[src/rtl/hazard_pkg.sv]
// Shared types and helpers for the LEGv8 hazard controller.
package hazard_pkg;

  typedef enum logic {RUN, MUL_WAIT} hz_state_t;

  typedef enum logic [1:0] {
    FWD_REG = 2'd0,
    FWD_EX  = 2'd1,
    FWD_MEM = 2'd2
  } fwd_sel_t;

  localparam logic [4:0] XZR = 5'd31;

  function automatic fwd_sel_t fwd_pick(
    input logic [4:0] src,
    input logic [4:0] ex_rd,
    input logic       ex_wr,
    input logic [4:0] mem_rd,
    input logic       mem_wr
  );
    fwd_sel_t sel;
    sel = FWD_REG;
    if (src == XZR)
      sel = FWD_REG;
    else if (ex_wr && ex_rd == src)
      sel = FWD_EX;
    else if (mem_wr && mem_rd == src)
      sel = FWD_MEM;
    return sel;
  endfunction

endpackage

[src/rtl/hazard_control_mul_stall_timer.sv]
// Down-counter that times the multiply freeze.
module mul_stall_timer #(
  parameter int W = 2
) (
  input  logic         clk,
  input  logic         reset_n,
  input  logic         load,
  input  logic [W-1:0] load_val,
  output logic         zero
);

  logic [W-1:0] cnt;

  always_ff @(posedge clk or negedge reset_n) begin
    if (!reset_n)
      cnt <= '0;
    else if (load)
      cnt <= load_val;
    else if (cnt != '0)
      cnt <= cnt - 1'b1;
  end

  assign zero = (cnt == '0);

endmodule

[src/rtl/hazard_control.sv]
// Stall, flush and forwarding control for the 5-stage LEGv8 pipeline.
module hazard_control
  import hazard_pkg::*;
#(
  parameter int MUL_LAT = 4,
  parameter int CNT_W   = 16
) (
  input  logic             clk,
  input  logic             reset_n,
  input  logic [4:0]       id_Aa,
  input  logic [4:0]       id_Ab,
  input  logic             id_use_a,
  input  logic             id_use_b,
  input  logic [4:0]       ex_rd,
  input  logic             ex_wr_en,
  input  logic             ex_is_load,
  input  logic             ex_mul_start,
  input  logic             ex_br_taken,
  input  logic [4:0]       mem_rd,
  input  logic             mem_wr_en,
  output logic             pc_en,
  output logic             ifid_en,
  output logic             ifid_flush,
  output logic             idex_en,
  output logic             idex_bubble,
  output logic             exmem_bubble,
  output logic [1:0]       fwd_a_sel,
  output logic [1:0]       fwd_b_sel,
  output logic [CNT_W-1:0] stall_cnt,
  output logic [CNT_W-1:0] flush_cnt
);

  localparam int TW = (MUL_LAT > 2) ? $clog2(MUL_LAT) : 1;
  // Start cycle freezes too, so MUL_WAIT lasts MUL_LAT-2 cycles.
  localparam logic [TW-1:0] WAIT_LEN =
    TW'((MUL_LAT > 2) ? MUL_LAT - 3 : 0);

  hz_state_t state, next;
  logic      tmr_load;
  logic      tmr_zero;
  logic      br_flush;
  logic      load_use;

  mul_stall_timer #(.W(TW)) u_tmr (
    .clk      (clk),
    .reset_n  (reset_n),
    .load     (tmr_load),
    .load_val (WAIT_LEN),
    .zero     (tmr_zero)
  );

  assign load_use = ex_is_load && ex_wr_en && (ex_rd != XZR) &&
    ((id_use_a && id_Aa == ex_rd) ||
     (id_use_b && id_Ab == ex_rd));

  always_comb begin
    next         = state;
    pc_en        = 1'b1;
    ifid_en      = 1'b1;
    idex_en      = 1'b1;
    ifid_flush   = 1'b0;
    idex_bubble  = 1'b0;
    exmem_bubble = 1'b0;
    tmr_load     = 1'b0;
    br_flush     = 1'b0;
    fwd_a_sel    = fwd_pick(id_Aa, ex_rd, ex_wr_en,
                            mem_rd, mem_wr_en);
    fwd_b_sel    = fwd_pick(id_Ab, ex_rd, ex_wr_en,
                            mem_rd, mem_wr_en);
    if (!reset_n) begin
      next         = RUN;
      pc_en        = 1'b0;
      ifid_en      = 1'b0;
      idex_en      = 1'b0;
      ifid_flush   = 1'b1;
      idex_bubble  = 1'b1;
      exmem_bubble = 1'b1;
      fwd_a_sel    = FWD_REG;
      fwd_b_sel    = FWD_REG;
    end else begin
      unique case (state)
        RUN: begin
          if (ex_br_taken) begin
            ifid_flush  = 1'b1;
            idex_bubble = 1'b1;
            br_flush    = 1'b1;
          end else if (ex_mul_start && MUL_LAT > 1) begin
            pc_en        = 1'b0;
            ifid_en      = 1'b0;
            idex_en      = 1'b0;
            exmem_bubble = 1'b1;
            if (MUL_LAT > 2) begin
              tmr_load = 1'b1;
              next     = MUL_WAIT;
            end
          end else if (load_use) begin
            pc_en       = 1'b0;
            ifid_en     = 1'b0;
            idex_bubble = 1'b1;
          end
        end
        MUL_WAIT: begin
          pc_en        = 1'b0;
          ifid_en      = 1'b0;
          idex_en      = 1'b0;
          exmem_bubble = 1'b1;
          if (tmr_zero)
            next = RUN;
        end
        default: next = RUN;
      endcase
    end
  end

  always_ff @(posedge clk or negedge reset_n) begin
    if (!reset_n) begin
      state     <= RUN;
      stall_cnt <= '0;
      flush_cnt <= '0;
    end else begin
      state <= next;
      if (!pc_en && stall_cnt != '1)
        stall_cnt <= stall_cnt + 1'b1;
      if (br_flush && flush_cnt != '1)
        flush_cnt <= flush_cnt + 1'b1;
    end
  end

endmodule

[config.mk]
export PLATFORM = sky130hd
export DESIGN_NAME = hazard_control
export DESIGN_NICKNAME = d
export VERILOG_FILES = /design/src/rtl/hazard_pkg.sv /design/src/rtl/hazard_control_mul_stall_timer.sv /design/src/rtl/hazard_control.sv
export SDC_FILE = /design/constraint.sdc
export NUM_CORES = 1
export LEC_CHECK = 0
export ABC_AREA = 0
export CAP_MARGIN = 15
export CELL_PAD_IN_SITES_DETAIL_PLACEMENT = 1
export CELL_PAD_IN_SITES_GLOBAL_PLACEMENT = 1
export CORE_UTILIZATION = 36
export CTS_CLUSTER_SIZE = 28
export DETAILED_ROUTE_END_ITERATION = 8
export HOLD_SLACK_MARGIN = 0.02
export MAX_ROUTING_LAYER = met4
export PLACE_DENSITY = 0.92
export SLEW_MARGIN = 30
export SYNTH_ARGS = -nofsm -noshare
export SYNTH_HDL_FRONTEND = slang
export SYNTH_SLANG_ARGS = --single-unit
[constraint.sdc]
create_clock -name clk -period 5.2 [get_ports clk]
set_input_delay 0.78 -clock clk [delete_from_list [all_inputs] [get_ports clk]]
set_output_delay 0.78 -clock clk [all_outputs]
set_load 0.005 [all_outputs]
==> out/qor.yml, run 1 <==
cts:
  cts-hold-fix-buffers: 0
  clock-sinks: 35
  cts_root_buf: "clkbuf_8"
  clk_latency_ns: 0.28
  postCtsResizedCells: 0
  cts_tree: "built"
  h-tree-depth: 2
  numCtsBuffers: 5
  cts_buffer_depth: 2
  cts.reportedPaths.clkPinSlew_ns: 0.07
  postCtsSetupRepairBufs: 0
critical_path:
  critPathMaxStageDelay_ns: 0.56
  crit_top_cell: "clkdlybuf4s50_1"
  crit_path_start_kind: "input port"
  r2r_cells: 6
  crit_start: "ex_rd[4]"
  cp_slowest_cell: "clkdlybuf4s50_1"
  cp-end-kind: "primary output"
  crit_end: "idex_bubble"
  r2r_end: "stall_cnt[1]"
  reg2reg_slack_ns: 2.83
  crit_type: "input port to primary output"
  crit_buf_inv: 2
  cp_max_fo: 3
  crit_chain: "clkdlybuf4s50_1 -> xnor2_1 -> nand3_1 -> nor3_2 -> a22oi_2 -> o41a_1 -> o21ai_1 -> clkdlybuf4s50_1"
  r2r-start: "stall_cnt[2]"
  crit_required_ns: 4.42
  worst-path-stages: 8
  cp.arrival_ns: 3.07
  cp_top_family: "buffers and inverters"
power_and_ir_drop:
  pwr-share-clk: 0.210
  seqPwrFrac: 0.443
  peakVddDrop_mv: 0.288
  powerDensity_nw_per_um2: 312
  p_int_mw: 0.615
  p_switching_mw: 0.278
  leakage_nw: 1.20
  swShare: 0.311
  combPwrFrac: 0.347
job:
  maxCapViolations: 0
die:
  fp.dieW_um: 76.7
  die_h_um: 76.7
  io_pins: 71
  dieArea_um2: 5880
  rows: 26
  initial_core_util: 0.384
  core_area_um2: 5240
yosys:
  seq_area_frac_synth: 0.436
  synth_top_family_by_area: "simple AND/OR/NAND/NOR gates"
  syn_area_um2: 2010
  syn_area_per_cell_um2: 10.4
  synth_xor_xnor_area_share: 0.222
  ys_seq_elements: 35
  synth_top_area_share: 0.436
  synth_top_area_cell: "dfrtp_1"
  synth_cells: 194
  synthSimpleGateAreaFrac: 0.229
  synthMuxAreaShare: 0.0218
  synth_fa_ha_area_frac: 0.0187
  synth_compound_area_frac: 0.0511
  ys_top_cells_by_area: "dfrtp_1 (44%), xnor2_1 (14%), xor2_1 (7.0%)"
  ys_types: 37
  ys_warn_count: 0
  syn_nets: 226
placed_design:
  gp_congestion: 0.874
  dp.cells: 332
  preCtsSetupSlack_ns: 1.34
  dp_hpwl_mm: 4.19
  numPortBuffers: 70
sta:
  min_period_ns: 3.85
  max_clock_freq_ghz: 0.260
  period_share: 0.741
  finalSetupTns_ns: 0
  drv_slew: 0
  setup_viol: 0
  worst_pin_slew_ns: 0.640
  layout_setup_ws_ns: 1.35
  clock_skew_ns: 0.00790
  finalHoldViolations: 0
  rsz0062_at_grt: "no"
  timing.slew.headroom: 0.573
route:
  drt-total-wl_mm: 5.16
  vias_per_cell: 5.01
  drt-initial-drc-count: 39
  drc_errors: 0
  routedWlPerCell_um: 15.2
  ant_nets: 0
  dr.pass1.iters: 3
  vias: 1702
layout:
  drive_gt1_frac: 0.0704
  fill_cells: 598
  fin_cells: 340
  area_delta_synth_final_pct: 42.7
  fin_util: 0.547
  antennaDiodeCount: 0
  nets: 301
grt:
  grt_max_degree: 24
  grt_overflow: 0
  grt_pass1_wl_mm: 8.94
  first_global_vias: 1862
  antenna_found_initial: 0
  gr-usage-all-layers: 0.197
worst_hold_path:
  hp-class: "input port to asynchronous set/reset pin"
run_status:
  outcome: "finished clean"
-- cell type report --
cell class	instances	area, um2	area share
repair buffers	71	703	0.245
multi-input cells	149	1090	0.380
flip-flops and latches	35	876	0.306
clock buffers	6	72.6	0.0253
inverters	7	26.3	0.00917
clock inverters	2	12.5	0.00436
well taps	70	87.6	0.0306
-- power by group through the flow --
stage	registers, mW	clock network, mW	logic, mW
3_3_place_gp	0.397	0	0.301
4_1_cts	0.397	0.197	0.317
2_1_floorplan	0.391	0	0.144
5_1_grt	0.410	0.207	0.346
6_report	0.396	0.188	0.310
3_5_place_dp	0.401	0	0.315
-- kinds of logic (layout without fill, tap and decap cells) --
kind of cell | count (synthesis) | count (layout)
muxes | 4 | 4
xor gates and xnor gates | 50 | 50
and+or+nand+nor | 80 | 80
DFF | 35 | 35
adders and majority gates | 3 | 3
AOI/OAI and AO/OA | 12 | 12
buffers and inverters | 10 | 86
-- how the worst min path moves through the flow --
stage / cells after the start / to / start
CTS: 1 / flush_cnt[1] / reset_n
global placement: 1 / flush_cnt[9] / flush_cnt[9]
floorplan: 0 / flush_cnt[0] / reset_n
detailed placement: 1 / stall_cnt[10] / stall_cnt[10]
global route: 1 / flush_cnt[1] / reset_n
finish: 1 / flush_cnt[1] / reset_n
-- sequential cells by signal (all words and copies together) (netlist names) --
register,flops
u_tmr.cnt,2
state,1
stall_cnt,16
flush_cnt,16
-- per-layer routing --
layer | vias to the layer above | wire [um] | global-route usage
met4 | 0 | 124 | 0.0654
met5 | - | 0 | -
met3 | 10 | 138 | 0.0357
met1 | 834 | 2190 | 0.233
met2 | 38 | 2710 | 0.336
li1 | 820 | - | -
-- synthesized netlist by cell type --
library cell / instances
a211oi_1: 1
a21oi_1: 2
a22oi_2: 1
a31o_2: 1
a31oi_1: 1
a41oi_2: 1
and2_1: 6
and3_1: 12
and3_4: 1
and4_1: 5
buf_4: 2
clkbuf_1: 1
dfrtp_1: 35
ha_1: 3
inv_1: 7
mux2_1: 2
mux2_2: 1
mux2i_1: 1
nand2_1: 12
nand3_1: 22
nand4_1: 6
nor2_1: 9
nor2b_1: 1
nor3_2: 1
nor3_4: 1
nor4_1: 1
o21a_1: 1
o21ai_0: 1
o21ai_1: 1
o22ai_2: 1
o41a_1: 1
or2_1: 1
or3_1: 1
or4b_4: 1
xnor2_1: 33
xnor2_2: 1
xor2_1: 16
-- metrics by stage --
stage	power, mW	cell area (um2)	hold slack [ns]
final	0.894	2870	0.441
after global routing	0.963	2870	0.469
after CTS	0.911	2870	0.445
after detailed placement	0.716	2780	0.485
after global placement	0.697	2780	0.478
after floorplan	0.535	2010	0.477
-- cell usage in the layout, fill, tap and decap left out, types with 2 or more instances in the layout --
cell             Yosys  layout
a21oi_1              2       2
and2_1               6       6
and3_1              12      12
and4_1               5       5
clkbuf_8             0       5
clkdlybuf4s50_1      0      69
dfrtp_1             35      35
ha_1                 3       3
inv_1                7       7
mux2_1               2       2
nand2_1             12      12
nand3_1             22      22
nand4_1              6       6
nor2_1               9       9
xnor2_1             33      33
xor2_1              16      16
-- worst register-to-register path: stages (launching register included) --
cell	delay, ns
dfrtp_1	0.45
and4_1	0.28
and3_4	0.22
and3_1	0.21
or2_1	0.24
o22ai_2	0.50
mux2_1	0.38
Note: power is estimated with default switching activity, not from simulation.
==> run 2: changes to the inputs <==
--- a/config.mk
+++ b/config.mk
@@ -9,12 +9,12 @@
 export CAP_MARGIN = 15
 export CELL_PAD_IN_SITES_DETAIL_PLACEMENT = 1
 export CELL_PAD_IN_SITES_GLOBAL_PLACEMENT = 1
-export CORE_UTILIZATION = 36
+export CORE_UTILIZATION = 30
 export CTS_CLUSTER_SIZE = 28
 export DETAILED_ROUTE_END_ITERATION = 8
 export HOLD_SLACK_MARGIN = 0.02
 export MAX_ROUTING_LAYER = met4
-export PLACE_DENSITY = 0.92
+export PLACE_DENSITY = 0.83
 export SLEW_MARGIN = 30
 export SYNTH_ARGS = -nofsm -noshare
 export SYNTH_HDL_FRONTEND = slang
==> constraint.sdc (replaced) <==
create_clock -name clk -period 3.3 [get_ports clk]
set_input_delay 0.495 -clock clk [delete_from_list [all_inputs] [get_ports clk]]
set_output_delay 0.495 -clock clk [all_outputs]
set_load 0.005 [all_outputs]
==> out/qor.yml, run 2 (synthesized netlist as in run 1, its figures left out) <==
power_and_ir_drop:
  leakage_nw: 1.23  # +2.4%
  finalPower_mw: 1.44  # +61%
  powerDensity_nw_per_um2: 495  # +59%
  peakVddDrop_mv: 0.384  # +33%
layout:
  area_delta_synth_final_pct: 44.8
  layout_commonest_cell: "clkdlybuf4s50_1"
  drive_gt1_frac: 0.0806  # +0.0102
  antennaDiodeCount: 0  # unchanged
  final_cell_mix: "clkdlybuf4s50_1 (68), dfrtp_1 (35), xnor2_1 (33)"
  reg_top3: "flush_cnt: 16 flops, stall_cnt: 16 flops, u_tmr.cnt: 2 flops"
  nets: 304  # +1.0%
route:
  vias: 1707  # +0.29%
  vias_per_cell: 4.88  # -2.6%
  drt-initial-drc-count: 47  # +21%
  dr.pass1.iters: 5  # +2
  wl_met3_um: 230  # +67%
  top_layer_used: "met4"
  drc_errors: 10  # +10
  met1Wirelength_mm: 2.32  # +5.8%
  routedWlPerCell_um: 14.7  # -3.0%
  wl_met2_mm: 2.58  # -4.6%
  drt-total-wl_mm: 5.15  # -0.17%
  ant_nets: 0  # unchanged
grt:
  antenna_found_initial: 0  # unchanged
  grt_overflow: 0  # unchanged
  grt_pass1_wl_mm: 8.84  # -1.2%
  first_global_vias: 1825  # -2.0%
  grt_max_degree: 34  # +42%
  gr-usage-all-layers: 0.160  # -0.0369
cts:
  cts-hold-fix-buffers: 0  # unchanged
  cts.reportedPaths.clkPinSlew_ns: 0.07  # about the same
  numCtsBuffers: 5  # unchanged
  cts_tree: "built"
  cts_root_buf: "clkbuf_8"
  clk_latency_ns: 0.28  # about the same
  clock-sinks: 35  # unchanged
  cts_buffer_depth: 2  # unchanged
  h-tree-depth: 2  # unchanged
sta:
  finalSetupTns_ns: 0  # unchanged
  rsz0062_at_grt: "no"
  timing.slew.headroom: 0.595  # +0.0215
  max_clock_freq_ghz: 0.311
  finalHoldViolations: 0  # unchanged
  clock_skew_ns: 0.00703  # -0.000877 ns
  min_period_ns: 3.21
  setup_viol: 0  # unchanged
  worst_pin_slew_ns: 0.608  # -0.0323 ns
  period_share: 0.973
  drv_slew: 0  # unchanged
die:
  dieArea_um2: 7030  # +19%
  initial_core_util: 0.313  # -0.0708
  die_h_um: 83.8  # +9.3%
  io_pins: 71  # unchanged
  fp.dieW_um: 83.8  # +9.3%
  core_area_um2: 6420  # +23%
  rows: 29  # +12%
critical_path:
  critPathMaxStageDelay_ns: 0.54  # -0.02 ns
  cp_max_fo: 3  # unchanged
  crit_type: "input port to primary output"
  r2r_cells: 6  # unchanged
  cp-end-kind: "primary output"
  crit_top_cell: "clkdlybuf4s50_1"
  crit_chain: "clkdlybuf4s50_1 -> xnor2_1 -> nand3_1 -> nor3_2 -> a22oi_2 -> o41a_1 -> o21ai_1 -> clkdlybuf4s50_1"
  crit_path_start_kind: "input port"
  cp_slowest_cell: "clkdlybuf4s50_1"
  cp.arrival_ns: 2.72  # -0.35 ns
  crit_required_ns: 2.80  # -1.62 ns
placed_design:
  numPortBuffers: 70  # unchanged
  dp_hpwl_mm: 4.05  # -3.3%
  gp_congestion: 0.776  # -11%
worst_hold_path:
  hp-class: "input port to asynchronous set/reset pin"
run_status:
  outcome: "finished with violations"
  violations: "design-rule violations"
job:
  maxCapViolations: 0  # unchanged
==> run 2: cell types whose count changed in the layout (fill, tap and decap cells not counted) <==
cell,before,now
buf_4,1,4
clkinv_2,1,0
clkinv_4,0,1
clkinvlp_4,1,0
clkdlybuf4s50_1,69,68
clkbuf_8,5,6
dlymetal6s2s_1,0,1
==> run 2: path summary, 6_finish.rpt <==
| check | slack [ns] | end | start |
|---|---|---|---|
| worst max-delay path | 0.09 | idex_bubble | ex_rd[4] |
| worst min-delay path | 0.04 | u_tmr.cnt[0] | reset_n |
| worst min register to register | 0.49 | stall_cnt[5] | stall_cnt[5] |
| worst max register to register | 0.95 | stall_cnt[1] | stall_cnt[2] |
| max in group asynchronous | 2.60 | stall_cnt[12] | reset_n |
| min in group clk | 0.49 | stall_cnt[5] | stall_cnt[5] |
==> run 2: stage by stage <==
step	setup slack (ns)	util	instance area [um2]	hold slack, ns	instances
final	0.0877	0.453	2910	0.0407	350
after floorplan	1.18	-	2010	0.199	194
after detailed placement	0.0712	0.438	2810	0.345	342
after global placement	0.112	0.438	2810	0.344	342
after global routing	0.00492	0.453	2910	0.0290	350
after CTS	0.0642	0.453	2910	0.0367	350
==> run 2: area by class of cell <==
cell class	count	area [um2]
fill	718	3510
sequential	35	876
multi-input combinational	149	1090
timing repair buffer	74	728
clock buffer	7	86.3
clock inverter	1	8.76
tap	77	96.3
inverter	7	26.3
==> run 2: what timing repair did <==
item / CTS / global route
setup endpoints to repair: 0 / 1
buffers inserted: 0 / 0
gates resized for setup: 0 / 1
==> run 2: power breakdown <==
| group | internal, mW | switching (mW) |
|---|---|---|
| sequential | 0.520 | 0.105 |
| combinational | 0.305 | 0.185 |
| clock | 0.171 | 0.154 |
==> run 2: critical path, delay by kind of cell <==
kind,cells,cell delay (ns)
buffers and inverters,2,1.06
AO/OA/AOI/OAI,3,0.65
AND/OR/NAND/NOR,2,0.37
XOR/XNOR,1,0.14
==> run 2: per-layer routing <==
layer  track usage  up-vias
met1         0.194      836
met2         0.273       40
met5             -        -
met4        0.0329        0
li1              -      829
met3        0.0336        2
